==> src/rtl/aes_mix_columns_pipe.sv <==
// AES MixColumns / InvMixColumns round stage with pointer tag, per-pointer beat counters and sticky debug.
// Latency: a beat accepted at edge N is presented on out_* after edge N+PIPE_STAGES-1.
// Backpressure: valid/ready; each stage loads when empty or draining, so in_rdy follows out_rdy combinationally when full.
//
// Ports:
//   clk, reset          clock, asynchronous active-high reset
//   in_data/in_inv/in_pntr/in_vld/in_rdy     input beat (128-bit state, inverse select, pointer tag)
//   out_data/out_pntr/out_vld/out_rdy        output beat
//   cpu_rd/cpu_addr/cpu_rd_data              CPU read port: counters at 0..NUM_PNTR-1, debug at NUM_PNTR
module aes_mix_columns_pipe #(
    parameter int NUM_PNTR    = 4,
    parameter int PIPE_STAGES = 1,
    parameter int CNT_W       = 16,
    parameter int CPU_W       = 32,
    localparam int PNTR_W     = (NUM_PNTR > 1) ? $clog2(NUM_PNTR) : 1
) (
    input  logic              clk,
    input  logic              reset,
    input  logic [127:0]      in_data,
    input  logic              in_inv,
    input  logic [PNTR_W-1:0] in_pntr,
    input  logic              in_vld,
    output logic              in_rdy,
    output logic [127:0]      out_data,
    output logic [PNTR_W-1:0] out_pntr,
    output logic              out_vld,
    input  logic              out_rdy,
    input  logic              cpu_rd,
    input  logic [PNTR_W:0]   cpu_addr,
    output logic [CPU_W-1:0]  cpu_rd_data
);

    function automatic logic [7:0] xtime(input logic [7:0] a);
        return {a[6:0], 1'b0} ^ (a[7] ? 8'h1b : 8'h00);
    endfunction

    // Multiply by a 4-bit constant: every MixColumns coefficient fits in 4 bits,
    // so three xtime steps cover both directions.
    function automatic logic [7:0] gmul(input logic [7:0] a, input logic [3:0] k);
        logic [7:0] x2, x4, x8;
        x2 = xtime(a);
        x4 = xtime(x2);
        x8 = xtime(x4);
        return (k[0] ? a : 8'h00) ^ (k[1] ? x2 : 8'h00) ^
               (k[2] ? x4 : 8'h00) ^ (k[3] ? x8 : 8'h00);
    endfunction

    // Circulant matrix: output byte i uses coefficient row rotated right by i.
    function automatic logic [31:0] mix_col(input logic [31:0] col, input logic inv);
        logic [3:0]  coef [4];
        logic [7:0]  a    [4];
        logic [7:0]  b;
        logic [31:0] res;
        coef[0] = inv ? 4'he : 4'h2;
        coef[1] = inv ? 4'hb : 4'h3;
        coef[2] = inv ? 4'hd : 4'h1;
        coef[3] = inv ? 4'h9 : 4'h1;
        for (int i = 0; i < 4; i++) a[i] = col[31-8*i -: 8];
        res = '0;
        for (int i = 0; i < 4; i++) begin
            b = 8'h00;
            for (int j = 0; j < 4; j++) b = b ^ gmul(a[j], coef[2'(j - i)]);
            res[31-8*i -: 8] = b;
        end
        return res;
    endfunction

    logic [127:0]           w_mix;
    logic [PIPE_STAGES-1:0] w_ld;
    logic [PIPE_STAGES-1:0] w_adv;
    logic                   w_acc;

    logic [127:0]           r_dat  [PIPE_STAGES];
    logic [PNTR_W-1:0]      r_pntr [PIPE_STAGES];
    logic [PIPE_STAGES-1:0] r_vld;

    for (genvar c = 0; c < 4; c++) begin : g_col
        assign w_mix[127-32*c -: 32] = mix_col(in_data[127-32*c -: 32], in_inv);
    end

    // Ready ripples back from the output: a stage advances when its successor
    // can load, and it can load when it is empty or advancing.
    always_comb begin : p_handshake
        logic v_nxt_ld;
        w_ld     = '0;
        w_adv    = '0;
        v_nxt_ld = out_rdy;
        for (int i = PIPE_STAGES - 1; i >= 0; i--) begin
            w_adv[i] = r_vld[i] && v_nxt_ld;
            w_ld[i]  = !r_vld[i] || w_adv[i];
            v_nxt_ld = w_ld[i];
        end
    end

    assign in_rdy = w_ld[0];
    assign w_acc  = in_vld && in_rdy;

    for (genvar g = 0; g < PIPE_STAGES; g++) begin : g_stage
        if (g == 0) begin : g_first
            always_ff @(posedge clk or posedge reset) begin
                if (reset) begin
                    r_vld[0]  <= 1'b0;
                    r_dat[0]  <= '0;
                    r_pntr[0] <= '0;
                end else if (w_ld[0]) begin
                    r_vld[0] <= w_acc;
                    if (w_acc) begin
                        r_dat[0]  <= w_mix;
                        r_pntr[0] <= in_pntr;
                    end
                end
            end
        end else begin : g_next
            always_ff @(posedge clk or posedge reset) begin
                if (reset) begin
                    r_vld[g]  <= 1'b0;
                    r_dat[g]  <= '0;
                    r_pntr[g] <= '0;
                end else if (w_ld[g]) begin
                    r_vld[g] <= w_adv[g-1];
                    if (w_adv[g-1]) begin
                        r_dat[g]  <= r_dat[g-1];
                        r_pntr[g] <= r_pntr[g-1];
                    end
                end
            end
        end
    end

    assign out_vld  = r_vld[PIPE_STAGES-1];
    assign out_data = r_dat[PIPE_STAGES-1];
    assign out_pntr = r_pntr[PIPE_STAGES-1];

    logic [CNT_W-1:0]    r_cnt [NUM_PNTR];
    logic [NUM_PNTR-1:0] w_wrap_vec;

    for (genvar g = 0; g < NUM_PNTR; g++) begin : g_cnt
        logic w_hit;
        assign w_hit         = w_acc && (in_pntr == PNTR_W'(g));
        assign w_wrap_vec[g] = w_hit && (r_cnt[g] == '1);
        always_ff @(posedge clk or posedge reset) begin
            if (reset)      r_cnt[g] <= '0;
            else if (w_hit) r_cnt[g] <= r_cnt[g] + CNT_W'(1);
        end
    end

    logic [1:0]       r_dbg;
    logic [1:0]       w_dbg_set;
    logic             w_dbg_clr;
    logic [CPU_W-1:0] w_rd_val;
    logic [CPU_W-1:0] r_rd_data;

    assign w_dbg_set = {|w_wrap_vec, cpu_rd && w_acc};
    assign w_dbg_clr = cpu_rd && (cpu_addr == (PNTR_W+1)'(NUM_PNTR));

    // Clear-on-read, with a same-cycle set taking priority over the clear.
    always_ff @(posedge clk or posedge reset) begin
        if (reset) r_dbg <= 2'b00;
        else       r_dbg <= (w_dbg_clr ? 2'b00 : r_dbg) | w_dbg_set;
    end

    always_comb begin
        w_rd_val = '0;
        for (int k = 0; k < NUM_PNTR; k++) begin
            if (cpu_addr == (PNTR_W+1)'(k)) w_rd_val = CPU_W'(r_cnt[k]);
        end
        if (cpu_addr == (PNTR_W+1)'(NUM_PNTR)) w_rd_val = CPU_W'(r_dbg);
    end

    always_ff @(posedge clk or posedge reset) begin
        if (reset)       r_rd_data <= '0;
        else if (cpu_rd) r_rd_data <= w_rd_val;
    end

    assign cpu_rd_data = r_rd_data;

endmodule

==> config.mk <==
export PLATFORM = sky130hd
export DESIGN_NAME = aes_mix_columns_pipe
export DESIGN_NICKNAME = d
export VERILOG_FILES = /design/src/rtl/aes_mix_columns_pipe.sv
export SDC_FILE = /design/constraint.sdc
export NUM_CORES = 1
export LEC_CHECK = 0
export CAP_MARGIN = 20
export CORE_ASPECT_RATIO = 0.6
export CORE_UTILIZATION = 35
export DETAILED_ROUTE_END_ITERATION = 16
export GPL_TIMING_DRIVEN = 0
export PLACE_DENSITY = 0.58
export SYNTH_ARGS = -nofsm -noshare
export SYNTH_HDL_FRONTEND = slang
export SYNTH_SLANG_ARGS = --single-unit
export TNS_END_PERCENT = 20
==> constraint.sdc <==
create_clock -name clk -period 9.6 [get_ports clk]
set_clock_uncertainty 0.2 [all_clocks]
set_input_delay 2.88 -clock clk [delete_from_list [all_inputs] [get_ports clk]]
set_output_delay 2.88 -clock clk [all_outputs]
set_load 0.02 [all_outputs]
# == Yosys cells after proc, flatten, opt, wreduce, memory -nomap -nowiden ==
# Index checks and enable logic that the tools add are counted.
# totals
reg_bits,229
wordCells,387
inputBits,139
out_inout_bits,164
# classes
muxes,184
add_sub_neg,4
bitwise,161
n_reduce_logical,18
n_eq_ne,11
# ops
operator,count
$mux W8,128
$xor A8 B8 Y8,121
$xor A8 B5 Y8,39
$mux W5,48
$mux W16,5
$add A16 B1 Y16 const B,4
$eq A16 B16 Y1 const B,4
$logic_and A1 B1 Y1,12
$mux W4,2
$eq A3 B2 Y1 const B,2
$eq A2 B2 Y1 const B,2
$reduce_or A4 Y1,1
$eq A3 B1 Y1 const B,1
$eq A3 B3 Y1 const B,1
$logic_not A3 Y1,1
$eq A2 B1 Y1 const B,1
$logic_not A2 Y1,1
$mux W2,1
$or A2 B2 Y2,1
$reduce_and A2 Y1,1
$logic_not A1 Y1,1
$logic_or A1 B1 Y1,1

# == Depth between registers and ports, before layout ==
# Gate-level depths: netlist of run 1.
# depth
ltp_word,9
depth_mapped,9
mapped_depth_nobuf,6

# == Worst setup path before layout of run 1 ==
# No wires, ideal clock.
# synth_path
kind,input to output
from,in out_rdy
to,out in_rdy
path_slack_ns,3.223
required_time_ns,6.520
arrival_ns,3.297
n_path_buf,1
path_stages,3
path_cell_list,nor2b_1 > buf_2 > inv_1
# synth_between
elab_chain_cells,2
# synth_rtl
item,line_no,text
from (decl),27,"input logic out_rdy,"
$logic_and A1 B1 Y1,89,w_adv[i] = r_vld[i] && v_nxt_ld;
$logic_or A1 B1 Y1,90,w_ld[i] = !r_vld[i] || w_adv[i];
to (decl),23,"output logic in_rdy,"
# No other way between the ends.

# == Worst setup path in the final report of run 1 ==
# Ends and elaborated chain as after synthesis.

==> flow_metrics.tcl, run 1 <==
set metrics [dict create \
    status "finished, final reports clean" \
    finalNonFillerCells 2552 \
    area_delta_synth_final_pct 22.9 \
    cap_viol_max_count 0 \
    cts.sinks 213 \
    cts_max_path_buffers 3 \
    drive_gt1_share_pct 9.95 \
    row_count 61 \
    report.final.setup_viol 0 \
    ir_drop_uv 128 \
    period_needed_ns 7.47 \
    worst_setup_path_start_kind "input pin" \
    coreArea_um2 46800 \
    postSynth.asyncResetShare_pct 100 \
    n_fill_cell 4462 \
    yosysWarnings 0 \
    root_buffer "clkbuf_16" \
    tightestPinTransition_ns 0.913 \
    synth_cell_type_count 48 \
    timing.final.crit_share_pct 77.8 \
    h-tree-depth 1 \
    clkTransAtPathRegs_ns 0.06 \
    initial_core_util_pct 35.9 \
    nNetsFinal 2044 \
    wl_per_cell_um 22.8 \
    grt_pass1_vias 12600 \
    dp_cells 2502 \
    power_density_nw_per_um2 201 \
    synth.most_common_cell "xnor2_1" \
    cts-buffers-inserted 26 \
    hold_viol 0 \
    drcViolationCount 0 \
    post-cts-setup-buffer-count 0 \
    ctsHoldBuffers 0 \
    rsz0062_at_grt "no" \
    intPower_uw 2610 \
    cp-end-kind "output port" \
    drt-initial-drc-count 1045 \
    die_h_um 172 \
    crit_type "input pin to output port" \
    io_buffers 204 \
    die_area_um2 48900 \
    yosys-top-cells-count "xnor2_1, nand2_1, xor2_1" \
    synth_area_um2 16800 \
    arrival_ns 4.39 \
    hold_path_class "register to register" \
    route.vias.total 12900 \
    yosysSeqAreaShare_pct 31.7 \
    synthesis.instances 1652 \
    clk_latency_ns 0.55 \
    p_leak_uw 0.00923 \
    grtUsageTotal_pct 23.6 \
    yosys.area.top_type_share_pct 31.7 \
    antenna_found_initial 4 \
    cts_resized 0 \
    post-route-cell-area_um2 20600 \
    io_pins 303 \
    ant_nets 0 \
    crit_fanout 8 \
    grt_max_degree 117 \
    ys_ff_latch 213 \
    grt_pass1_wl_mm 84.7 \
    drt_pass1_iterations 6 \
    grt_overflow 0 \
    synth_area_per_cell_um2 10.2 \
    comb_power_share_pct 43.1 \
    gp_congestion 0.932 \
    slew_headroom_pct 39.1 \
    maxSlewViolCount 0 \
    synth_edf_count 0 \
    routed_wirelength_mm 58.1 \
    post_dp_cell_area_um2 19700 \
    max_freq_mhz 134 \
    die_x_um 285 \
    cts_tree "done" \
    synth_largest_area_cell "dfrtp_1" \
    viasPerCell 5.05 \
    synth-main-ff-cell "dfrtp_1" \
    clkPwrFrac_pct 25.9 \
    switching_share_pct 37.0 \
    synth_area_leaders "dfrtp_1, xnor2_1, xor2_1, xnor3_1, nand2_1" \
    p_switching_uw 1530 \
    dp_hpwl_mm 45.1 \
    seqPwrFrac_pct 31.0 \
    worst_ep_required_time_ns 6.52 \
]
==> sequential cells by signal (all words and copies together), names as in the netlist <==
| signal | flops |
|---|---|
| cpu_rd_data | 16 |
| out_data | 128 |
| out_pntr | 2 |
| out_vld | 1 |
| r_cnt | 64 |
| r_dbg | 2 |
==> metal layers <==
layer / routed length [um] / vias up / GRT usage [%]
met2: 23200 / 529 / 32.2
met4: 1130 / 0 / 5.00
li1: - / 5832 / -
met3: 5550 / 59 / 5.97
met1: 28200 / 6457 / 36.6
met5: 0 / - / 0
==> cell type report <==
type / instances / area, um2 / share of cell area, %
multi-input combinational: 1274 / 10700 / 51.6
sequential: 213 / 5330 / 25.8
timing repair buffer: 206 / 2070 / 10.1
tap: 630 / 788 / 3.82
buffer: 155 / 768 / 3.72
clock buffer: 32 / 734 / 3.56
clock inverter: 14 / 173 / 0.837
inverter: 25 / 101 / 0.491
antenna: 3 / 7.51 / 0.0364
==> metrics by stage <==
step	utilization [%]	TNS, ns	hold slack, ns	power, uW	setup WS (ns)
detailed placement	42.1	0	0.271	3070	2.12
floorplan	-	0	0.248	2350	0.697
global route	44.1	0	0.303	4340	2.07
finish	44.1	0	0.274	4140	2.13
CTS	44.1	0	0.285	4170	2.12
global placement	42.1	-556.45	0.264	3060	-2.65
==> worst max-delay path, cell delays in order <==
cell	delay, ns
clkdlybuf4s50_1	0.45
nor2b_1	0.05
buf_2	0.18
inv_1	0.18
clkdlybuf4s50_1	0.64
==> power by group through the flow <==
stage	combinational [uW]	sequential [uW]	clock, uW
2_1_floorplan	874	1480	0
3_3_place_gp	1760	1290	0
3_5_place_dp	1770	1290	0
4_1_cts	1790	1280	1100
5_1_grt	1900	1310	1130
6_report	1790	1280	1070
==> worst paths after layout <==
path,start,endpoint,slack [ns],cells past startpoint
max,out_rdy,in_rdy,2.13,5
min,out_data[118],out_data[118],0.27,2
max reg2reg,out_vld,r_dbg[0],5.84,8
min reg2reg,out_data[118],out_data[118],0.27,2
max in group asynchronous,reset,out_data[99],5.55,3
min in group asynchronous,reset,out_pntr[1],2.61,2
==> placed cells by master, fill, tap and decap left out, types with 17 or more instances in the layout <==
cell,netlist,final
o21ai_0,92,92
clkdlybuf4s50_1,0,204
xnor3_1,64,64
nand4_1,17,17
xnor2_1,276,276
mux2_2,26,26
nand3_1,31,31
xor2_1,223,223
dfrtp_1,213,213
xor3_1,37,37
buf_2,59,60
mux2i_1,33,33
nand2_1,261,261
clkbuf_1,66,67
inv_1,23,22
clkbuf_16,0,27
nand2b_1,21,21
nor2_1,48,48
buf_4,28,28
==> logic make-up (layout without fill, tap and decap cells) <==
logic type	after synthesis	count (layout)	synth area share (%)
XOR/XNOR	609	609	40.7
AND/OR/NAND/NOR	420	420	11.0
flip-flops	213	213	31.7
buffers and inverters	180	432	5.13
AO/OA/AOI/OAI	150	150	5.25
multiplexers	75	75	5.86
adder cells (fa/ha/maj)	4	4	0.298
other	1	19	0.0223
Note: power is estimated with default switching activity, not from simulation.
==> run 2, diff against run 1 <==
Clock period 9.6 ns to 7.7 ns, I/O delays scaled along.
==> run 2 against run 1 <==
  * Count of clock-buffer cells in the layout increased by 5
  * Hold slack better by 0.0058 ns
  * Critical path type unchanged
  * Die area unchanged
  * Critical path depth stayed put
  * Cell count rose by 0.39%
  * Register-to-register slack lost 1.9 ns
  * Core utilization hardly changed
  * Sequential share of layout area hardly changed
==> flow_metrics.tcl, run 2 (synthesized netlist as in run 1, its figures left out) <==
set metrics [dict create \
    status "finished, final reports clean" \
    post-cts-setup-buffer-count 0 \
    die_x_um 285 \
    dp_hpwl_mm 45.7 \
    maxSlewViolCount 0 \
    grt_pass1_vias 12600 \
    max_stage_delay_ns 0.66 \
    die_h_um 172 \
    tightestPinTransition_ns 0.960 \
    grt_overflow 0 \
    use_met1_pct 37.1 \
    top_usage_layer "met1" \
    mostFrequentLayoutCell "xnor2_1" \
    initial_core_util_pct 35.9 \
    cts.sinks 213 \
    die_area_um2 48900 \
    coreArea_um2 46800 \
    worst_ep_required_time_ns 5.19 \
    ir_drop_uv 144 \
    area_delta_synth_final_pct 22.9 \
    clk_latency_ns 0.57 \
    largest_register_ffs 128 \
    cp_num_buf_inv 4 \
    path_delay_family "buffers and inverters" \
    root_buffer "clkbuf_16" \
    cts_resized 0 \
    timing.final.crit_share_pct 82.7 \
    h-tree-depth 1 \
    hold_path_class "register to register" \
    row_count 61 \
    gp_congestion 0.906 \
    grtUsageTotal_pct 23.6 \
    cpMostUsedCell "clkdlybuf4s50_1" \
    fin_tns_setup_ns 0 \
    clkTransAtPathRegs_ns 0.06 \
    cts-buffers-inserted 24 \
    slew_headroom_pct 36.0 \
    gr-usage-met3_pct 4.81 \
    p_leak_uw 0.00921 \
    ctsHoldBuffers 0 \
    cts_max_path_buffers 3 \
    final_cell_mix "xnor2_1, nand2_1, xor2_1" \
    nNetsFinal 2047 \
    arrival_ns 3.86 \
    worst_setup_path_start_kind "input pin" \
    drcViolationCount 0 \
    cap_viol_max_count 0 \
    cpMaxStageDelayCell "clkdlybuf4s50_1" \
    antenna_found_initial 10 \
    grt_pass1_wl_mm 84.4 \
    cts_tree "done" \
    ant_nets 0 \
    io_pins 303 \
    crit_fanout 8 \
    wl_per_cell_um 22.6 \
    report.final.setup_viol 0 \
    route.vias.total 12900 \
    rsz0062_at_grt "no" \
    io_buffers 204 \
    drt_pass1_iterations 5 \
    routed_wirelength_mm 57.8 \
    grt_max_degree 42 \
    grt_use_met2_pct 32.0 \
    path_cells "clkdlybuf4s50_1 -> nor2b_1 -> buf_2 -> inv_1 -> clkdlybuf4s50_1" \
    crit_type "input pin to output port" \
    p_total_uw 5030 \
    power_density_nw_per_um2 244 \
    cp-end-kind "output port" \
    max_freq_mhz 157 \
    period_needed_ns 6.37 \
    drt-initial-drc-count 1085 \
    viasPerCell 5.04 \
    drive_gt1_share_pct 9.83 \
    hold_viol 0 \
]
==> run 2: cell count changes in the layout (fill, tap and decap cells not counted) <==
cell and change:
buf_16 -1, buf_2 -1, clkbuf_2 +1, clkbuf_16 -2, inv_8 -1, clkinv_4 -1
clkbuf_1 +5, buf_12 +6, inv_6 -4, clkinv_2 -1, diode_2 +7, bufinv_16 -2
clkinvlp_4 +2, clkbuf_8 +2
==> run 2: worst paths after layout <==
| kind | startpoint | to | slack [ns] | cells after the start |
|---|---|---|---|---|
| worst max register to register | out_vld | r_dbg[0] | 3.92 | 8 |
| worst min register to register | r_dbg[0] | r_dbg[0] | 0.28 | 2 |
| worst min-delay path | r_dbg[0] | r_dbg[0] | 0.28 | 2 |
| worst max-delay path | out_rdy | in_rdy | 1.33 | 5 |
| min in group asynchronous | reset | r_cnt[53] | 1.98 | 2 |
| max in group asynchronous | reset | out_data[37] | 4.14 | 5 |
==> run 2: through the flow <==
step / area [um2] / std cells / hold WS (ns) / setup WS, ns / utilization (%)
6_report: 20600 / 2562 / 0.280 / 1.33 / 44.1
5_1_grt: 20600 / 2561 / 0.301 / 1.30 / 44.1
4_1_cts: 20600 / 2551 / 0.287 / 1.34 / 44.0
3_5_place_dp: 19800 / 2507 / 0.272 / 1.35 / 42.3
3_3_place_gp: 19700 / 2501 / 0.265 / 0.542 / 42.1
2_1_floorplan: 16900 / 1667 / 0.248 / 2.42 / -
==> run 2: area by class of cell <==
class                      instances  area, um2
antenna                           10       25.0
multi-input combinational       1274      10700
fill                            4463      26200
timing repair buffer             211       2170
sequential                       213       5330
clock buffer                      37        731
inverter                          25       97.6
tap                              630        788
buffer                           155        768
clock inverter                     7       71.3
==> run 2: routing by layer <==
layer	wire, um	vias to the layer above	part of all wire, %
met3	4690	71	8.1
met4	1680	0	2.9
met2	22700	495	39
met1	28800	6495	50
li1	-	5848	-
met5	0	-	0
==> run 2: worst register-to-register path: stages (launching register included) <==
cell and delay, ns:
dfrtp_1 0.34, nor2b_1 0.12, buf_2 0.24, inv_1 0.18, nand2_1 0.65, buf_2 0.54, clkbuf_1 0.62, clkbuf_1 0.59
o21ai_0 0.16
==> run 2: power breakdown <==
| part | switching [uW] | total [uW] | internal (uW) |
|---|---|---|---|
| combinational | 1150 | 2240 | 1090 |
| clock | 503 | 1190 | 687 |
| sequential | 214 | 1600 | 1390 |
| total | 1870 | 5030 | 3170 |
==> run 3, diff against run 2 <==
Clock period 7.7 ns to 6.3 ns, I/O delays scaled along.
==> results of run 3 <==
The final DEF is identical to that of run 2. Status: finished, final reports clean.
Among the figures that moved: setup slack after placement 1.35 ns -> 0.411 ns; setup slack after layout 1.33 ns -> 0.761 ns; start point of the critical path out_rdy -> in_inv; end point of the critical path in_rdy -> out_data[81]; register-to-register setup slack 3.92 ns -> 2.52 ns; total power 5030 uW -> 6150 uW; worst IR drop on VDD 144 uV -> 175 uV
